$ cat src/rtl/hamming74_pkg.sv
// Shared widths, codeword bit positions and pure Hamming(7,4) helpers.
package hamming74_pkg;

  localparam int unsigned DATA_W = 4;
  localparam int unsigned CODE_W = 7;
  localparam int unsigned SYN_W  = 3;
  localparam int unsigned CNT_W  = 3;

  // Codeword bit index = Hamming position - 1
  localparam int unsigned POS_P1 = 0;
  localparam int unsigned POS_P2 = 1;
  localparam int unsigned POS_D0 = 2;
  localparam int unsigned POS_P4 = 3;
  localparam int unsigned POS_D1 = 4;
  localparam int unsigned POS_D2 = 5;
  localparam int unsigned POS_D3 = 6;

  function automatic logic [CODE_W-1:0] hamming74_encode(input logic [DATA_W-1:0] d);
    logic [CODE_W-1:0] c;
    c         = '0;
    c[POS_D0] = d[0];
    c[POS_D1] = d[1];
    c[POS_D2] = d[2];
    c[POS_D3] = d[3];
    c[POS_P1] = d[0] ^ d[1] ^ d[3];
    c[POS_P2] = d[0] ^ d[2] ^ d[3];
    c[POS_P4] = d[1] ^ d[2] ^ d[3];
    return c;
  endfunction

  // Returns {s4,s2,s1}; a nonzero value is the 1-based position of a single flipped bit
  function automatic logic [SYN_W-1:0] hamming74_syndrome(input logic [CODE_W-1:0] c);
    logic s1, s2, s4;
    s1 = c[0] ^ c[2] ^ c[4] ^ c[6];
    s2 = c[1] ^ c[2] ^ c[5] ^ c[6];
    s4 = c[3] ^ c[4] ^ c[5] ^ c[6];
    return {s4, s2, s1};
  endfunction

  function automatic logic [DATA_W-1:0] hamming74_extract(input logic [CODE_W-1:0] c);
    return {c[POS_D3], c[POS_D2], c[POS_D1], c[POS_D0]};
  endfunction

endpackage

$ cat src/rtl/hamming74_codec_mod8_counter.sv
// Free-running modulo-8 counter with enable and terminal-count flag.
module mod8_counter
  import hamming74_pkg::*;
(
  input  logic             clk,
  input  logic             rst,
  input  logic             ena,
  output logic [CNT_W-1:0] count,
  output logic             done
);

  logic [CNT_W-1:0] count_q, count_d;

  // Next count: advance when enabled, natural wrap 7 -> 0
  always_comb begin
    count_d = count_q;
    if (ena) count_d = count_q + CNT_W'(1);
  end

  // Count register with synchronous reset
  always_ff @(posedge clk) begin
    if (rst) count_q <= '0;
    else     count_q <= count_d;
  end

  assign count = count_q;
  assign done  = (count_q == '1);

endmodule

$ cat src/rtl/hamming74_codec.sv
// Hamming(7,4) encoder/decoder pair plus debug counter for the UART link.
module hamming74_codec
  import hamming74_pkg::*;
(
  input  logic              clk,
  input  logic              rst,
  input  logic              enc_ena,
  input  logic [DATA_W-1:0] enc_data_in,
  output logic [CODE_W-1:0] enc_code_out,
  output logic              enc_valid_out,
  input  logic              dec_ena,
  input  logic [CODE_W-1:0] dec_code_in,
  output logic [DATA_W-1:0] dec_data_out,
  output logic [SYN_W-1:0]  dec_syndrome_out,
  output logic [CNT_W-1:0]  dec_err_count,
  output logic              dec_valid_out,
  input  logic              cnt_ena,
  output logic [CNT_W-1:0]  cnt_count,
  output logic              cnt_done
);

  logic [CODE_W-1:0] enc_code_q, enc_code_d;
  logic              enc_valid_q, enc_valid_d;
  logic [DATA_W-1:0] dec_data_q, dec_data_d;
  logic [SYN_W-1:0]  dec_syn_q, dec_syn_d;
  logic [CNT_W-1:0]  dec_err_q, dec_err_d;
  logic              dec_valid_q, dec_valid_d;

  logic [SYN_W-1:0]  syn;
  logic [CODE_W-1:0] flip_mask;

  // Encoder next state: new codeword on request, otherwise hold code and drop valid
  always_comb begin
    enc_code_d  = enc_code_q;
    enc_valid_d = 1'b0;
    if (enc_ena) begin
      enc_code_d  = hamming74_encode(enc_data_in);
      enc_valid_d = 1'b1;
    end
  end

  // Decoder next state: correct the bit named by the syndrome and count corrections
  always_comb begin
    syn         = hamming74_syndrome(dec_code_in);
    flip_mask   = '0;
    dec_data_d  = dec_data_q;
    dec_syn_d   = dec_syn_q;
    dec_err_d   = dec_err_q;
    dec_valid_d = 1'b0;
    if (syn != '0) flip_mask = CODE_W'(1) << (syn - SYN_W'(1));
    if (dec_ena) begin
      dec_data_d  = hamming74_extract(dec_code_in ^ flip_mask);
      dec_syn_d   = syn;
      dec_valid_d = 1'b1;
      if (syn != '0) dec_err_d = dec_err_q + CNT_W'(1);
    end
  end

  // Encoder/decoder registers; reset overrides every enable
  always_ff @(posedge clk) begin
    if (rst) begin
      enc_code_q  <= '0;
      enc_valid_q <= 1'b0;
      dec_data_q  <= '0;
      dec_syn_q   <= '0;
      dec_err_q   <= '0;
      dec_valid_q <= 1'b0;
    end else begin
      enc_code_q  <= enc_code_d;
      enc_valid_q <= enc_valid_d;
      dec_data_q  <= dec_data_d;
      dec_syn_q   <= dec_syn_d;
      dec_err_q   <= dec_err_d;
      dec_valid_q <= dec_valid_d;
    end
  end

  mod8_counter u_cnt (
    .clk   (clk),
    .rst   (rst),
    .ena   (cnt_ena),
    .count (cnt_count),
    .done  (cnt_done)
  );

  assign enc_code_out     = enc_code_q;
  assign enc_valid_out    = enc_valid_q;
  assign dec_data_out     = dec_data_q;
  assign dec_syndrome_out = dec_syn_q;
  assign dec_err_count    = dec_err_q;
  assign dec_valid_out    = dec_valid_q;

endmodule

$ cat config.mk
export PLATFORM = sky130hd
export DESIGN_NAME = hamming74_codec
export DESIGN_NICKNAME = d
export VERILOG_FILES = /design/src/rtl/hamming74_pkg.sv /design/src/rtl/hamming74_codec_mod8_counter.sv /design/src/rtl/hamming74_codec.sv
export SDC_FILE = /design/constraint.sdc
export NUM_CORES = 1
export LEC_CHECK = 0
export BUFFER_PORTS_ARGS = -buffer_cell sky130_fd_sc_hd__buf_2
export CAP_MARGIN = 15
export CORE_UTILIZATION = 40
export CTS_CLUSTER_SIZE = 10
export DETAILED_ROUTE_END_ITERATION = 7
export PLACE_DENSITY_LB_ADDON = 0.05
export SLEW_MARGIN = 30
export SYNTH_ARGS = -nofsm -noshare
export SYNTH_HDL_FRONTEND = slang
export SYNTH_SLANG_ARGS = --single-unit
export TNS_END_PERCENT = 20
$ cat constraint.sdc
create_clock -name clk -period 2.6 [get_ports clk]
set_input_delay 0.39 -clock clk [delete_from_list [all_inputs] [get_ports clk]]
set_output_delay 0.39 -clock clk [all_outputs]
set_load 0.01 [all_outputs]
# Word-level counts from Yosys, hierarchy flattened
# Index checks and enable logic that the tools add are counted.
# op_classes
addsub	3
n_mul	0
div_mod_pow	0
magnitude_cmp	0
n_eq_ne	1
shifts	1
muxes	3
bitwise_logic	16
reduce_logical	2
# op_table
op	count
$xor A1 B1 Y1	15
$mux W7	1
$shl A1 B3 Y7 const A	1
$xor A7 B7 Y7	1
$add A3 B1 Y3 const B	2
$eq A3 B3 Y1 const B	1
$reduce_bool A3 Y1	1
$sub A3 B1 Y3 const B	1
$mux W1	2
$reduce_and A2 Y1	1
# totals
regBits	22
latchBits	0
ram_bits	0
mem_bits_ro	0
in_bits	16
out_inout_bits	23
elab_cells	33
n_memories	0

# Logic depth before layout (Yosys ltp)
# Gate-level depths: netlist (run 1).
# depth
word_depth	7
depth_mapped	9
ltp_nobuf	8

# Modules after synthesis
# From an unflattened synthesis (run 1), not the netlist that was laid out.
# unflattened
hier_cells	110
area_unflattened_um2	1082.3
# by_module_without_submodules
module	instances	cells_per_inst	area_per_inst_um2	seq_area_each_um2
hamming74_codec	1	99	957.2	380.4
mod8_counter	1	11	125.1	60.1

# Least setup slack after synthesis (run 1)
# OpenSTA, ideal clock, no wires.
# synth_path
kind	input to register
start	input dec_code_in[6]
end	register dec_data_q[1], in the netlist dec_data_out[1]
setup_ps	92
arrival_ps	1955
t_required_ps	2508
slack_ps	554
path_stages	9
n_path_buf	1
path_cell_list	buf_4 xor2_1 nand3_1 nand2_1 ha_1 nor2_1 nand4_1 and4b_1 nor4_1
# synth_between
elab_chain_cells	5
elab_cells_between_ends	8
# synth_lines
item	line	text
from (decl)	hamming74_codec.sv:12	input logic [CODE_W-1:0] dec_code_in,
$xor A1 B1 Y1 (on tied branches)	hamming74_pkg.sv:34, hamming74_pkg.sv:35, hamming74_pkg.sv:36	
$sub A3 B1 Y3	hamming74_codec.sv:50	if (syn != '0) flip_mask = CODE_W'(1) << (syn - SYN_W'(1));
$shl A1 B3 Y7	hamming74_codec.sv:50	
$mux W7 (*)	hamming74_codec.sv:50	
$xor A7 B7 Y7 (*)	hamming74_codec.sv:52	dec_data_d = hamming74_extract(dec_code_in ^ flip_mask);
to (signal assigned)	hamming74_codec.sv:71	dec_data_q <= dec_data_d;
to (decl)	hamming74_codec.sv:24	logic [DATA_W-1:0] dec_data_q, dec_data_d;
# Mark *: on every way between the ends. The rest lies on a longest branch, timed or not.
# A chain may end at the register's enable or synchronous reset.

# Worst setup path in the final report (run 1)
# layout_path
start	input dec_code_in[4]
end	register dec_data_q[1], in the netlist dec_data_out[1]
# layout_between
elab_chain_cells	7
elab_cells_between_ends	10
# layout_lines
item	line	text
$xor A1 B1 Y1 (3 in a row)	hamming74_pkg.sv:36	s4 = c[3] ^ c[4] ^ c[5] ^ c[6];
$sub A3 B1 Y3	hamming74_codec.sv:50	
$shl A1 B3 Y7	hamming74_codec.sv:50	
$mux W7	hamming74_codec.sv:50	
$xor A7 B7 Y7 (*)	hamming74_codec.sv:52	
# Marked as above.

==> qor.csv, run 1 <==
metric;value;unit
status;completed;
stdcell_area;1410;um^2
drive_gt1_frac;0.315;
synth-seq-cells;22;
die-area;3100;um^2
critPathMaxStageDelay;0.30;ns
ys.flop_type;dfxtp_1;
hp-class;in2reg;
grt_max_degree;23;
slew_headroom;0.707;
overflow;0;
slew_viol_final;0;
crit_required;2.82;ns
syn_inst;121;
fin_setup_tns;0;ns
synthDistinctLibCells;30;
path_buf_inv;1;
place_area;1370;um^2
antenna_found_initial;0;
grt_usage;0.163;
min_delay_path_depth;3;
cp_data_arrival_time;2.05;ns
fin_crit;1.83;ns
postCtsResizedCells;0;
totalWireLength;2.28;mm
htreeDepth;1;
cts_sinks;22;
nets;184;
synth_area_per_cell;9.53;um^2
critPathKind;in2reg;
yosysTopAreaCellShare;0.382;
finalNonFillerCells;193;
finalSetupViolCount;0;
routedWlPerCell;11.8;um
ios;39;
critPathSlowestCell;xor2_2;
path_cells;buf_2 > xor2_2 > nand3_1 > nand2_1 > ha_1 > nor2_1 > nand4_1 > and4b_1 > nor4_1;
dieWidth;55.7;um
leakagePower;0.000670;uW
vdd_ir_drop_max;0.000348;V
drtAntennaViolNets;0;
cts.reportedPaths.clkPinSlew;0.12;ns
drtIter0Drc;27;
first_pass_iters;4;
ys_warn_count;0;
netlist_top_cells_area;dfxtp_1 38%, xnor2_1 9.1%, mux2i_1 8.7%;
hold_viol;0;
synth_area;1150;um^2
synth_edf_count;0;
dpl_worst_slack;0.459;ns
ff2ff_path_depth;4;
grt_pass1_wl;4.06;mm
synthMostInstantiatedCell;dfxtp_1;
clock_path_buffers;2;
fp-row-count;19;
vias;971;
synthesis.nets;142;
critPathCaptureType;register;
grt_pass1_vias;966;
cts_root_buf;clkbuf_4;
cp_max_fo;5;
clk_latency;0.30;ns
cts_buffers;3;
finClkSkew;0.000279;ns
rsz0062_at_grt;false;
synth_common_cells;22 x dfxtp_1, 21 x nor2_1, 12 x xnor2_1;
numPortBuffers;38;
ctsHoldBuffers;0;
antenna_cells;0;
maxCapViolations;0;
path_depth;9;
drc_errors;0;
dp_hpwl;1.70;mm
synth_seq_area_share;0.382;
final.period_utilization;0.703;
core;2730;um^2
max_slew.worst_pin.slew;0.429;ns
area_delta_synth_final;22.0;%
dp_cells;189;
cpLargestDelayFamily;simple AND/OR/NAND/NOR gates;
start_kind;input port;
tritoncts;built;
place.gp.congestion;0.785;
setup_ws;0.773;ns
die_y;55.7;um
async_flop_share;0;
start_util;0.422;
fmax;0.547;GHz
postCtsSetupBuffers;0;
viasPerCell;5.03;
p_per_area;563;nW/um^2
synth_largest_area_cell;dfxtp_1;
[routing by layer]
metal / wire length (um) / track usage
met2: 1020 / 0.269
met5: 0 / 0
met4: 17 / 0.0393
met1: 1100 / 0.206
met3: 129 / 0.0535
[kinds of logic after synthesis]
logic type / after synthesis / share of synthesized area
AND/OR/NAND/NOR: 48 / 0.197
flip-flops: 22 / 0.382
XOR/XNOR: 17 / 0.149
AO/OA/AOI/OAI: 12 / 0.0857
multiplexers: 10 / 0.0868
buffers and inverters: 7 / 0.0456
adder cells (fa/ha/maj): 5 / 0.0542
[cell type report]
cell class,instances,area (um^2)
tap,31,38.8
timing repair buffer,43,228
inverter,1,3.75
fill,275,1330
clock buffer,4,36.3
multi-input combinational,92,661
sequential,22,440
[metrics by stage]
step / power, uW / hold slack [ns] / util
2_1_floorplan: 537 / 0.467 / -
3_3_place_gp: 611 / 0.470 / 0.502
3_5_place_dp: 615 / 0.467 / 0.502
4_1_cts: 803 / 0.341 / 0.515
5_1_grt: 847 / 0.370 / 0.515
6_report: 793 / 0.349 / 0.515
[report_power, final]
| group | internal (uW) | switching [uW] | leakage (uW) | total [uW] |
|---|---|---|---|---|
| registers | 365 | 15.7 | 0.000182 | 381 |
| logic | 102 | 125 | 0.000467 | 226 |
| clock network | 85.4 | 101 | 0.0000210 | 186 |
| total | 552 | 241 | 0.000670 | 793 |
[flip-flops by register name, indices dropped and copies added (netlist names)]
signal	flops
dec_err_count	3
u_cnt.count	3
enc_valid_out	1
dec_data_out	4
dec_syndrome_out	3
enc_code_out	7
dec_valid_out	1
[cell usage in the layout, fill, tap and decap left out, types with 2 or more instances in the layout]
cell | Yosys | final
a21oi_1 | 2 | 2
a311oi_1 | 3 | 3
buf_2 | 0 | 38
buf_4 | 1 | 5
clkbuf_4 | 0 | 3
dfxtp_1 | 22 | 22
ha_1 | 5 | 5
mux2i_1 | 10 | 10
nand2_1 | 11 | 11
nand3_1 | 3 | 3
nand4_1 | 4 | 4
nor2_1 | 21 | 21
nor2b_1 | 4 | 4
xnor2_1 | 12 | 12
xor2_1 | 2 | 2
xor2_2 | 2 | 2
[worst register-to-register path, cell delays in order (launching register included)]
cell	delay (ns)
dfxtp_1	0.37
ha_1	0.22
ha_1	0.27
mux2i_1	0.13
nor2_1	0.05
[path summary, 6_finish.rpt]
path | from | to | slack [ns]
worst min-delay path | enc_data_in[1] | enc_code_out[4]$_SDFFE_PP0P_ | 0.35
worst min register to register | dec_data_out[1]$_SDFFE_PP0P_ | dec_data_out[1]$_SDFFE_PP0P_ | 0.49
worst max-delay path | dec_code_in[4] | dec_data_out[1]$_SDFFE_PP0P_ | 0.77
worst max register to register | u_cnt.count[0]$_SDFFE_PP0P_ | u_cnt.count[2]$_SDFFE_PP0P_ | 1.47
No activity file was read; power rests on OpenSTA's default activity.
==> run 2: changes to the inputs <==
--- a/config.mk
+++ b/config.mk
@@ -5,6 +5,7 @@
 export SDC_FILE = /design/constraint.sdc
 export NUM_CORES = 1
 export LEC_CHECK = 0
+export ABC_AREA = 1
 export BUFFER_PORTS_ARGS = -buffer_cell sky130_fd_sc_hd__buf_2
 export CAP_MARGIN = 15
 export CORE_UTILIZATION = 40
==> constraint.sdc (replaced) <==
create_clock -name clk -period 1.5 [get_ports clk]
set_input_delay 0.225 -clock clk [delete_from_list [all_inputs] [get_ports clk]]
set_output_delay 0.225 -clock clk [all_outputs]
set_load 0.01 [all_outputs]
==> run 2 against run 1 <==
Compared with the run above:
- clock skew is essentially flat
- synthesized area is 3.6% higher
- sequential power increased by 72%
- flip-flop and latch count unchanged
- final cell count rose by 34%
- power rose by 86%
- combinational power increased by 110%
- register-to-register slack got worse by 1.0 ns
- sequential share of layout area down 4.3 points
- first-iteration DRC count rose by 41%
- non-clock buffer count increased by 7
==> qor.csv, run 2 <==
metric;value;unit;change
status;completed;;
ios;39;;unchanged
dpl_worst_slack;-0.368;ns;-0.828 ns
start_kind;input port;;
start_util;0.430;;+0.00763
async_flop_share;0;;unchanged
htreeDepth;1;;unchanged
die_y;56.7;um;+1.7%
routedWlPerCell;10.2;um;-13%
max_slew.worst_pin.slew;0.393;ns;-0.0354 ns
cts.reportedPaths.clkPinSlew;0.12;ns;about the same
place.gp.congestion;0.758;;-3.4%
hold_viol;0;;unchanged
hp-class;in2reg;;
grt_usage;0.172;;+0.00885
finClkSkew;0.000162;ns;-0.000118 ns
area_delta_synth_final;36.6;%;
clock_path_buffers;2;;unchanged
dp_cells;253;;+34%
rsz0062_at_grt;false;;
path_cells;buf_8 > inv_4 > nand2_2 > nand2_4 > nand2_2 > nand2_4 > nor2_4 > ha_4 > or2_4 > nor2_4 > nand2_1 > nand2_1 > nand3_1 > nand2_1 > inv_1;;
ff2ff_path_depth;4;;unchanged
final_common_cell;nand2_1;;
netlist_top_cells_area;dfxtp_1 37%, nand2_1 14%, nor2_1 10%;;
synth_area_per_cell;6.79;um^2;-29%
cpLargestDelayFamily;simple AND/OR/NAND/NOR gates;;
stdcell_area;1630;um^2;+16%
dp_hpwl;2.03;mm;+19%
grt_pass1_wl;4.33;mm;+6.8%
synth_largest_area_cell;dfxtp_1;;
synth_common_cells;43 x nand2_1, 33 x nor2_1, 24 x inv_1;;
fmax;0.701;GHz;
clk_latency;0.31;ns;about the same
antenna_found_initial;0;;unchanged
synth_area;1190;um^2;+3.6%
p_seq_frac;0.445;;-0.035
place_area;1540;um^2;+12%
drive_gt1_frac;0.352;;+0.0376
first_pass_iters;5;;+1
p_sw;474;uW;+97%
rrSetupSlack;0.45;ns;-1.02 ns
pwr-share-clk;0.228;;-0.007
multiInputGateArea;709;um^2;+7.4%
regToRegEndpoint;u_cnt.count[2]$_SDFFE_PP0P_;;
drtAntennaViolNets;0;;unchanged
synthesis.nets;197;;+39%
ys_warn_count;0;;unchanged
cts_sinks;22;;unchanged
overflow;0;;unchanged
p_comb_frac;0.327;;+0.042
slew_headroom;0.738;;+0.0307
fp-row-count;19;;unchanged
hold_start;rst;;
cts_root_buf;clkbuf_4;;
slew_viol_final;0;;unchanged
critPathMaxStageDelay;0.24;ns;-0.06 ns
critPathKind;in2reg;;
ctsHoldBuffers;0;;unchanged
viasPerCell;4.63;;-8.0%
p_int;1000;uW;+81%
die-area;3210;um^2;+3.4%
register_area;440;um^2;unchanged
crit_path_frequent_cell;nand2_1;;
mostFrequentLayoutCells;40 x nand2_1, 34 x buf_2, 29 x nor2_1;;
synth_edf_count;0;;unchanged
critPathCaptureType;register;;
leakagePower;0.000912;uW;+36%
drc_errors;0;;unchanged
vias;1194;;+23%
finalSetupViolCount;0;;unchanged
p_per_area;903;nW/um^2;+60%
synth-seq-cells;22;;unchanged
crit_required;1.73;ns;-1.09 ns
synthMostInstantiatedCell;nand2_1;;
antenna_cells;0;;unchanged
fin_hold_ws;0.182;ns;-0.166 ns
drtIter0Drc;38;;+41%
fillers;276;;+0.36%
cp_data_arrival_time;1.65;ns;-0.40 ns
finalNonFillerCells;258;;+34%
p_sw_frac;0.322;;+0.0176
crit_start;dec_code_in[6];;
critPathSlowestCell;or2_4;;
largest_register_ffs;7;;unchanged
nets;249;;+35%
syn_inst;176;;+45%
fin_crit;1.43;ns;
cts_buffers;3;;unchanged
grt_pass1_vias;1026;;+6.2%
dieWidth;56.7;um;+1.7%
ys.flop_type;dfxtp_1;;
path_depth;15;;+6
synth_seq_area_share;0.369;;-0.0132
path_buf_inv;3;;+2
totalWireLength;2.64;mm;+16%
cp_max_fo;6;;+1
r2r_start;u_cnt.count[0]$_SDFFE_PP0P_;;
yosysTopAreaCellShare;0.369;;-0.0132
synthDistinctLibCells;21;;-30%
grt_max_degree;15;;-35%
maxCapViolations;0;;unchanged
numPortBuffers;38;;unchanged
final.period_utilization;0.952;;
min_delay_path_depth;2;;-1
vdd_ir_drop_max;0.000626;V;+80%
core;2780;um^2;+1.7%
worst_hold_path.endpoint;u_cnt.count[0]$_SDFFE_PP0P_;;
setup_ws;0.0726;ns;-0.701 ns
tritoncts;built;;
## run 2: repair_timing
action                     4_1_cts  5_1_grt
gates resized for setup          1       17
pin swaps                        0        9
setup endpoints to repair        1        4
buffers inserted                 0        1
## run 2: metrics by stage
step	setup TNS [ns]	util	power [uW]
detailed placement	-1.90	0.552	1130
global placement	-1.56	0.552	1110
floorplan	-0.0106	-	960
CTS	0	0.566	1460
global route	0	0.587	1580
finish	0	0.587	1470
## run 2: power by group through the flow
stage	Sequential, uW	Clock [uW]	Combinational (uW)
2_1_floorplan	691	0	269
3_3_place_gp	668	0	445
3_5_place_dp	669	0	457
4_1_cts	657	348	460
5_1_grt	662	372	543
6_report	656	336	483
## run 2: logic make-up (layout without fill, tap and decap cells)
family          count (synthesis)  after routing  share of synthesized area
simple gates                   96             96                      0.348
buf+inv                        29             80                      0.104
flops                          22             22                      0.369
compound gates                 18             18                     0.0838
xor+xnor                        6              6                     0.0440
fa+ha+maj                       5              5                     0.0524
## run 2: area by class of cell
cell class                      instances  share of cell area
Inverter                               26              0.0628
Sequential cell                        22               0.270
Tap cell                               31              0.0238
Multi-Input combinational cell        125               0.434
Timing Repair Buffer                   50               0.187
Clock buffer                            4              0.0222
## run 2: worst max-delay path by stage
stage,to,slack (ns)
2_1_floorplan,dec_data_out[1]$_SDFFE_PP0P_,-0.01
3_3_place_gp,dec_data_out[1]$_SDFFE_PP0P_,-0.30
3_5_place_dp,dec_data_out[1]$_SDFFE_PP0P_,-0.37
4_1_cts,dec_data_out[1]$_SDFFE_PP0P_,0.04
5_1_grt,dec_data_out[1]$_SDFFE_PP0P_,0.004
6_report,dec_data_out[1]$_SDFFE_PP0P_,0.07
## run 2: worst register-to-register path, stage by stage, from the launching register on
cell and delay (ns):
dfxtp_1 0.35, ha_1 0.20, ha_1 0.26, nor2_1 0.10, nor2_1 0.05
## run 2: layer usage
| metal | global-route usage | routed length (um) |
|---|---|---|
| met4 | 0.0627 | 23 |
| met2 | 0.284 | 1220 |
| met5 | 0 | 0 |
| met1 | 0.221 | 1270 |
| met3 | 0.0323 | 119 |
